## config.mk

```make
export PLATFORM = sky130hd
export DESIGN_NAME = jk_bank_driver
export DESIGN_NICKNAME = d
export VERILOG_FILES = /design/src/rtl/jk_bank_pkg.sv /design/src/rtl/jk_excitation.sv /design/src/rtl/jk_bank_driver.sv
export SDC_FILE = /design/constraint.sdc
export NUM_CORES = 1
export LEC_CHECK = 0
export BUFFER_PORTS_ARGS = -buffer_cell sky130_fd_sc_hd__clkbuf_2
export CORE_UTILIZATION = 40
export CTS_CLUSTER_SIZE = 12
export DETAILED_ROUTE_END_ITERATION = 8
export PLACE_DENSITY = 0.7
export SLEW_MARGIN = 10
export SYNTH_ARGS = -nofsm -noshare
export SYNTH_HDL_FRONTEND = slang
export SYNTH_SLANG_ARGS = --single-unit
```

## constraint.sdc

```tcl
create_clock -name clk -period 1.63 [get_ports clk]
set_input_delay 0.163 -clock clk [delete_from_list [all_inputs] [get_ports clk]]
set_output_delay 0.163 -clock clk [all_outputs]
set_load 0.1 [all_outputs]
```

## src/rtl/jk_bank_pkg.sv

```systemverilog
// jk_bank_pkg: shared op codes, FSM states and target computation for JK bank drivers
package jk_bank_pkg;
    localparam int MAX_W = 64;
    localparam logic [1:0] OP_LOAD   = 2'd0;
    localparam logic [1:0] OP_SET    = 2'd1;
    localparam logic [1:0] OP_CLEAR  = 2'd2;
    localparam logic [1:0] OP_TOGGLE = 2'd3;
    typedef enum logic [1:0] {IDLE, DRIVE, CHECK, RESP} state_t;
    function automatic logic [MAX_W-1:0] calc_target(input logic [1:0] op,
                                                     input logic [MAX_W-1:0] q,
                                                     input logic [MAX_W-1:0] data);
        return op == OP_LOAD  ? data :
               op == OP_SET   ? q | data :
               op == OP_CLEAR ? q & ~data : q ^ data;
    endfunction
endpackage

```

## src/rtl/jk_excitation.sv

```systemverilog
// jk_excitation: per-bit J/K needed to move q to target; toggle is never used, so j&k is always 0
module jk_excitation #(
    parameter int WIDTH = 8
) (
    input  logic [WIDTH-1:0] q,
    input  logic [WIDTH-1:0] target,
    output logic [WIDTH-1:0] j,
    output logic [WIDTH-1:0] k
);
    assign j = target & ~q;
    assign k = ~target & q;
endmodule

```

## src/rtl/jk_bank_driver.sv

```systemverilog
// jk_bank_driver: word commands to a JK bank as one-cycle J/K pulses with readback verify and retry
module jk_bank_driver
    import jk_bank_pkg::*;
#(
    parameter int WIDTH     = 8,
    parameter int MAX_RETRY = 2
) (
    input  logic             clk,
    input  logic             rst,
    input  logic             req_valid,
    output logic             req_ready,
    input  logic [1:0]       req_op,
    input  logic [WIDTH-1:0] req_data,
    input  logic [WIDTH-1:0] q_fb,
    output logic [WIDTH-1:0] j,
    output logic [WIDTH-1:0] k,
    output logic             rsp_valid,
    output logic             rsp_err,
    output logic [WIDTH-1:0] rsp_q
);
    localparam int RW = $clog2(MAX_RETRY + 2);
    state_t state, next_state;
    logic [WIDTH-1:0] t, t_next, exc_t, j_next, k_next;
    logic [RW-1:0] retry;
    logic accept, match, can_retry, drive_load, finish;
    assign req_ready  = state == IDLE && !rst;
    assign accept     = req_valid && req_ready;
    assign t_next     = WIDTH'(calc_target(req_op, MAX_W'(q_fb), MAX_W'(req_data)));
    assign exc_t      = state == IDLE ? t_next : t;
    assign match      = q_fb == t;
    assign can_retry  = retry < RW'(MAX_RETRY);
    assign drive_load = accept || (state == CHECK && !match && can_retry);
    assign finish     = state == CHECK && next_state == RESP;
    // Retries re-excite from the current readback, not from the original q
    jk_excitation #(.WIDTH(WIDTH)) u_exc (
        .q     (q_fb),
        .target(exc_t),
        .j     (j_next),
        .k     (k_next)
    );
    always_ff @(posedge clk or posedge rst)
        if (rst) state <= IDLE;
        else     state <= next_state;
    always_comb begin
        next_state = state;
        next_state = state == IDLE  ? (accept ? DRIVE : IDLE) :
                     state == DRIVE ? CHECK :
                     state == CHECK ? (match || !can_retry ? RESP : DRIVE) : IDLE;
    end
    always_ff @(posedge clk or posedge rst)
        if (rst) begin
            j         <= '0;
            k         <= '0;
            t         <= '0;
            retry     <= '0;
            rsp_valid <= 1'b0;
            rsp_err   <= 1'b0;
            rsp_q     <= '0;
        end else begin
            j         <= drive_load ? j_next : '0;
            k         <= drive_load ? k_next : '0;
            t         <= accept ? t_next : t;
            retry     <= state == RESP ? '0 : (state == CHECK && next_state == DRIVE) ? retry + 1'b1 : retry;
            rsp_valid <= finish;
            rsp_err   <= finish ? !match : rsp_err;
            rsp_q     <= finish ? q_fb : rsp_q;
        end
endmodule

```

After elaboration in Yosys (flattened, before gate mapping)
Cells that the tools add are included.

Eq/ne operators: 8. Add/subtract/negate cells: 1. Mux-type cells: 13. Bitwise logic cells: 8. Order comparisons: 1. Reductions and logical operators: 14.

Operators with widths (count): $mux 8 (6); $and 8x8->8 (3); $not 8->8 (3); $mux 2 (6); $eq 2x2->1 const B (4); $eq 8x8->1 (1); $or 8x8->8 (1); $xor 8x8->8 (1); $eq 2x1->1 const B (3); $logic_and 1x1->1 (6); $logic_not 2->1 (2); $logic_not 1->1 (3); $add 2x1->2 const B (1); $logic_or 1x1->1 (2); $lt 2x2->1 const B (1); $reduce_bool 2->1 (1); $mux 1 (1).

Output and inout port bits: 27. Input port bits: 21. Logic and storage cells: 53. Flip-flop bits (word level): 38.

Logic depth before layout (Yosys ltp)
Depth after elaboration: 11. Depth in mapped cells: 6. Mapped depth without buffers: 6.

Hierarchy
A second synthesis with hierarchy kept.

Cell total of the unflattened synthesis: 251. Area total of the unflattened synthesis: 2438.6 sq um.

Modules (own cells, without submodules): jk_bank_driver (cells each 235, instances 1, sequential area each 950.9 sq um, area an instance 2298.5 sq um); jk_excitation (cells each 16, instances 1, sequential area each 0.0 sq um, area an instance 140.1 sq um).

Worst setup path after synthesis
OpenSTA, ideal clock, no wires.

Path type: register to register. Start: register state[1]. End: register j[0]. Setup slack: -1.954 ns. Path buffers: 1. Library setup time: 0.094 ns. Stages on the path, launching flop included: 5. Data arrival time: 3.490 ns. Cell sequence: dfrtp_1 -> nor3_1 -> nand2_1 -> clkbuf_1 -> a211oi_1.

Cells in the longest elaborated chain, start to end: 5. Elaborated cells between the ends (all ways): 10. Classes of those cells: eq/ne: 1; mux: 2; bitwise: 1; reduce/logical: 6.

RTL lines: start: declaration (RTL line jk_bank_driver.sv:22) `state_t state, next_state;`; start signal: assignment (RTL line jk_bank_driver.sv:43) `else state <= next_state;`; $logic_not 2->1 (RTL line jk_bank_driver.sv:26) `assign req_ready = state == IDLE && !rst;`; $logic_and 1x1->1 (RTL line jk_bank_driver.sv:26); net req_ready (RTL line jk_bank_driver.sv:11) `output logic req_ready,`; $logic_and 1x1->1 (RTL line jk_bank_driver.sv:27) `assign accept = req_valid && req_ready;`; $logic_or 1x1->1 (RTL line jk_bank_driver.sv:32) `assign drive_load = accept || (state == CHECK && !match && can_retry);`; $mux 8 (RTL line jk_bank_driver.sv:60) `j <= drive_load ? j_next : '0;`; end signal: assignment (RTL line jk_bank_driver.sv:60); end: declaration (RTL line jk_bank_driver.sv:15) `output logic [WIDTH-1:0] j,`.

The timed path passes the listed nets, and every way through them passes these cells. A chain may end at the register's enable or synchronous reset.

Final worst setup path
Start: register state[1]. End: register k[7].

Cells in the longest elaborated chain, start to end: 5. Elaborated cells between the ends (all ways): 11. Classes of those cells: eq/ne: 1; mux: 2; bitwise: 2; reduce/logical: 6.

RTL lines: $logic_not 2->1 or $eq 2x2->1 (tied branches) (RTL line jk_bank_driver.sv:26, jk_bank_driver.sv:29, jk_bank_driver.sv:32); $mux 8, or another cell as far along (RTL line jk_bank_driver.sv:29) `assign exc_t = state == IDLE ? t_next : t;`; $not 8->8, or another cell as far along (RTL line jk_excitation.sv:11) `assign k = ~target & q;`; $and 8x8->8 or $logic_or 1x1->1 (tied branches) (RTL line jk_excitation.sv:11, jk_bank_driver.sv:32); $mux 8 (*) (RTL line jk_bank_driver.sv:61) `k <= drive_load ? k_next : '0;`; end signal: assignment (RTL line jk_bank_driver.sv:61); end: declaration (RTL line jk_bank_driver.sv:16) `output logic [WIDTH-1:0] k,`.

Mark *: on every way between the ends. The rest lies on a longest branch, timed or not.

==> results by group <==
Status
  – Status: completed

Yosys
  – Synth Net Count: 274
  – Number of synthesized flops with an enable pin: 0
  – Yosys reg bits: 38
  – Avg Synthesized Cell Area: 9.83 um^2
  – Synth cell types: 30
  – Synth Cell Area: 0.00233 mm^2
  – Top cell type's share of synthesized area: 0.408
  – Mapped Cells: 237
  – Synth warn: 0
  – Fraction of registers with async set/reset: 1.00
  – Most common cell in the netlist: inv_1
  – Seq/Total Area, Yosys: 0.408
  – Most area-consuming cells after synthesis: dfrtp_1 41%, ha_1 8.6%, inv_1 6.4%
  – Leading area contributor after synthesis: dfrtp_1
  – Synth top cells by count: 40 x inv_1, 38 x dfrtp_1, 19 x nand2_1
  – Synth Flop Type: dfrtp_1

STA
  – Final Hold Vio Count: 0
  – Final Max Slew Viols: 0
  – WHS: 0.00394 ns
  – Skew final: 0.00615 ns
  – RSZ-0062 raised after global routing: no
  – Slew at the pin with the worst max-slew slack: 0.543 ns
  – Fmax: 662 MHz
  – Final min period: 1.51 ns
  – Tcrit/Tclk final: 0.926
  – Final setup violating endpoints: 0
  – Headroom to the max-slew limit: 0.640
  – Final setup margin: 0.120 ns
  – TNS Setup: 0 ns

Clocking
  – Root buffer cell: clkbuf_8
  – Hold Buf Count CTS: 0
  – Sink Count: 38
  – CTS H-tree lvls: 2
  – Num CTS Buffers: 5
  – Clock Tree Buf Depth: 2
  – Clock-pin slew on the worst setup and hold paths: 0.07 ns
  – Clk Latency, worst-skew pair: 0.29 ns
  – CTS tree: built

Final layout
  – Layout net count: 337
  – ANT cells: 0
  – Area grow syn2layout: 25.4%
  – Filler cell count: 538
  – Share of layout cells above drive strength 1: 0.339

Detailed routing
  – Drc violations: 0
  – Iter 0 DRT Violations: 145
  – Wire per inst: 14.2 um
  – DR vias: 1946
  – First-pass iteration count of the detailed router: 4
  – Via-per-instance ratio: 5.22
  – Routed wire length: 5.30 mm
  – Final ANT Viol Nets: 0

Critical path
  – RR Startpoint: state[1]$_DFF_PP0_
  – CP Max Fanout: 23
  – Reg2Reg Setup Slack: 0.12 ns
  – Worst r2r dst: k[7]$_DFF_PP0_
  – Worst reg2reg path depth: 3
  – CP endpoint kind: flop
  – WS Path Type: reg2reg
  – Critical Path RT: 1.84 ns
  – Worst Path Arrival: 1.72 ns
  – Critical Path Start Type: flop

Power and ir drop
  – Overall Power: 5.17 mW
  – Pwr/cell area: 1770 mW/mm^2
  – VDD IR max: 857 uV
  – Leakage Power: 1.45 nW

Global route
  – Vias in the first global route: 1871
  – GRT Util Overall: 0.187
  – GR Overflow Total: 0
  – First-pass GRT wire length: 8.76 mm
  – Pin count of the biggest net entering global routing: 39
  – Initial antenna violation count: 0

Placement
  – IO buf count: 47
  – Pre-CTS setup slack: -0.0139 ns
  – DP HPWL: 3.95 mm
  – Placer Congestion: 0.794

Run
  – Max Cap Viol: 0

Die
  – Die Wd: 78.3 um
  – Row count: 27
  – Core area: 0.00557 mm^2
  – Die area: 0.00613 mm^2
  – Initial Util: 0.418
  – Die Y-Extent: 78.3 um
  – I/O Pins: 48

Worst hold path
  – Hold WC Path Type: in2async
[cell families after synthesis]
| kind of cell | synth area share |
|---|---|
| AOI/OAI and AO/OA | 0.180 |
| xor gates and xnor gates | 0.0301 |
| adders and majority gates | 0.0859 |
| buffers and inverters | 0.102 |
| DFF | 0.408 |
| muxes | 0.0988 |
| and+or+nand+nor | 0.0956 |
[state kept, by name (all words and copies together) (netlist names)]
name       cells
rsp_valid      1
j              8
rsp_q          8
retry          2
rsp_err        1
state          2
t              8
k              8
[report_power, final]
| group | leakage [nW] | internal (mW) | switching (mW) |
|---|---|---|---|
| clock network | 0.0482 | 0.341 | 0.334 |
| logic | 0.932 | 0.843 | 2.21 |
| registers | 0.471 | 1.25 | 0.195 |
| total | 1.45 | 2.43 | 2.74 |
[stage by stage]
stage | instance area [um^2] | instances | util
after detailed placement | 2830 | 365 | 0.507
after global placement | 2830 | 365 | 0.507
final | 2920 | 373 | 0.524
after floorplan | 2390 | 237 | -
after CTS | 2920 | 373 | 0.524
after global routing | 2920 | 373 | 0.524
[area by class of cell]
cell class / instances / area (um^2) / area share
clock buffers: 7 / 86.3 / 0.0296
well taps: 72 / 90.1 / 0.0308
inverters: 40 / 150 / 0.0514
repair buffers: 72 / 450 / 0.154
clock inverters: 1 / 5.00 / 0.00171
multi-input cells: 143 / 1190 / 0.407
flip-flops and latches: 38 / 951 / 0.325
[timing repair]
item | 4_1_cts | 5_1_grt
endpoints found under the setup margin | 0 | 8
buffers inserted | 0 | 0
resized for setup | 0 | 2
[per-layer routing]
layer	wire length, um	share of wire	track usage
met5	0	0	0
met4	89	0.017	0.0704
met3	190	0.036	0.0314
met2	2730	0.51	0.330
met1	2290	0.43	0.228
[layout by cell type, fill, tap and decap left out, drive strengths merged]
cell type / instances
ha: 16
and4: 2
a31oi: 8
clkbuf: 53
a21oi: 11
o21ai: 9
mux4: 8
nand4: 10
xnor2: 8
clkinv: 1
dfrtp: 38
buf: 26
mux2i: 2
nor2b: 1
o311ai: 8
nor2: 11
mux2: 2
inv: 40
nor3: 1
a211oi: 9
nand2b: 2
o21a: 8
or2: 1
nand2: 19
o211ai: 7
[how the worst max path moves through the flow]
stage / end / startpoint
2_1_floorplan: t[0]$_DFFE_PP0N_ / state[1]$_DFF_PP0_
3_3_place_gp: k[7]$_DFF_PP0_ / req_data[7]
3_5_place_dp: k[7]$_DFF_PP0_ / req_data[7]
4_1_cts: state[1]$_DFF_PP0_ / t[7]$_DFFE_PP0N_
5_1_grt: k[7]$_DFF_PP0_ / state[1]$_DFF_PP0_
6_report: k[7]$_DFF_PP0_ / state[1]$_DFF_PP0_
[critical path, cell delays in order, from the launching register on]
cell	delay, ns
dfrtp_1	0.42
or2_2	0.47
mux2_2	0.34
a211oi_2	0.18
(Power assumes the default switching activity.)
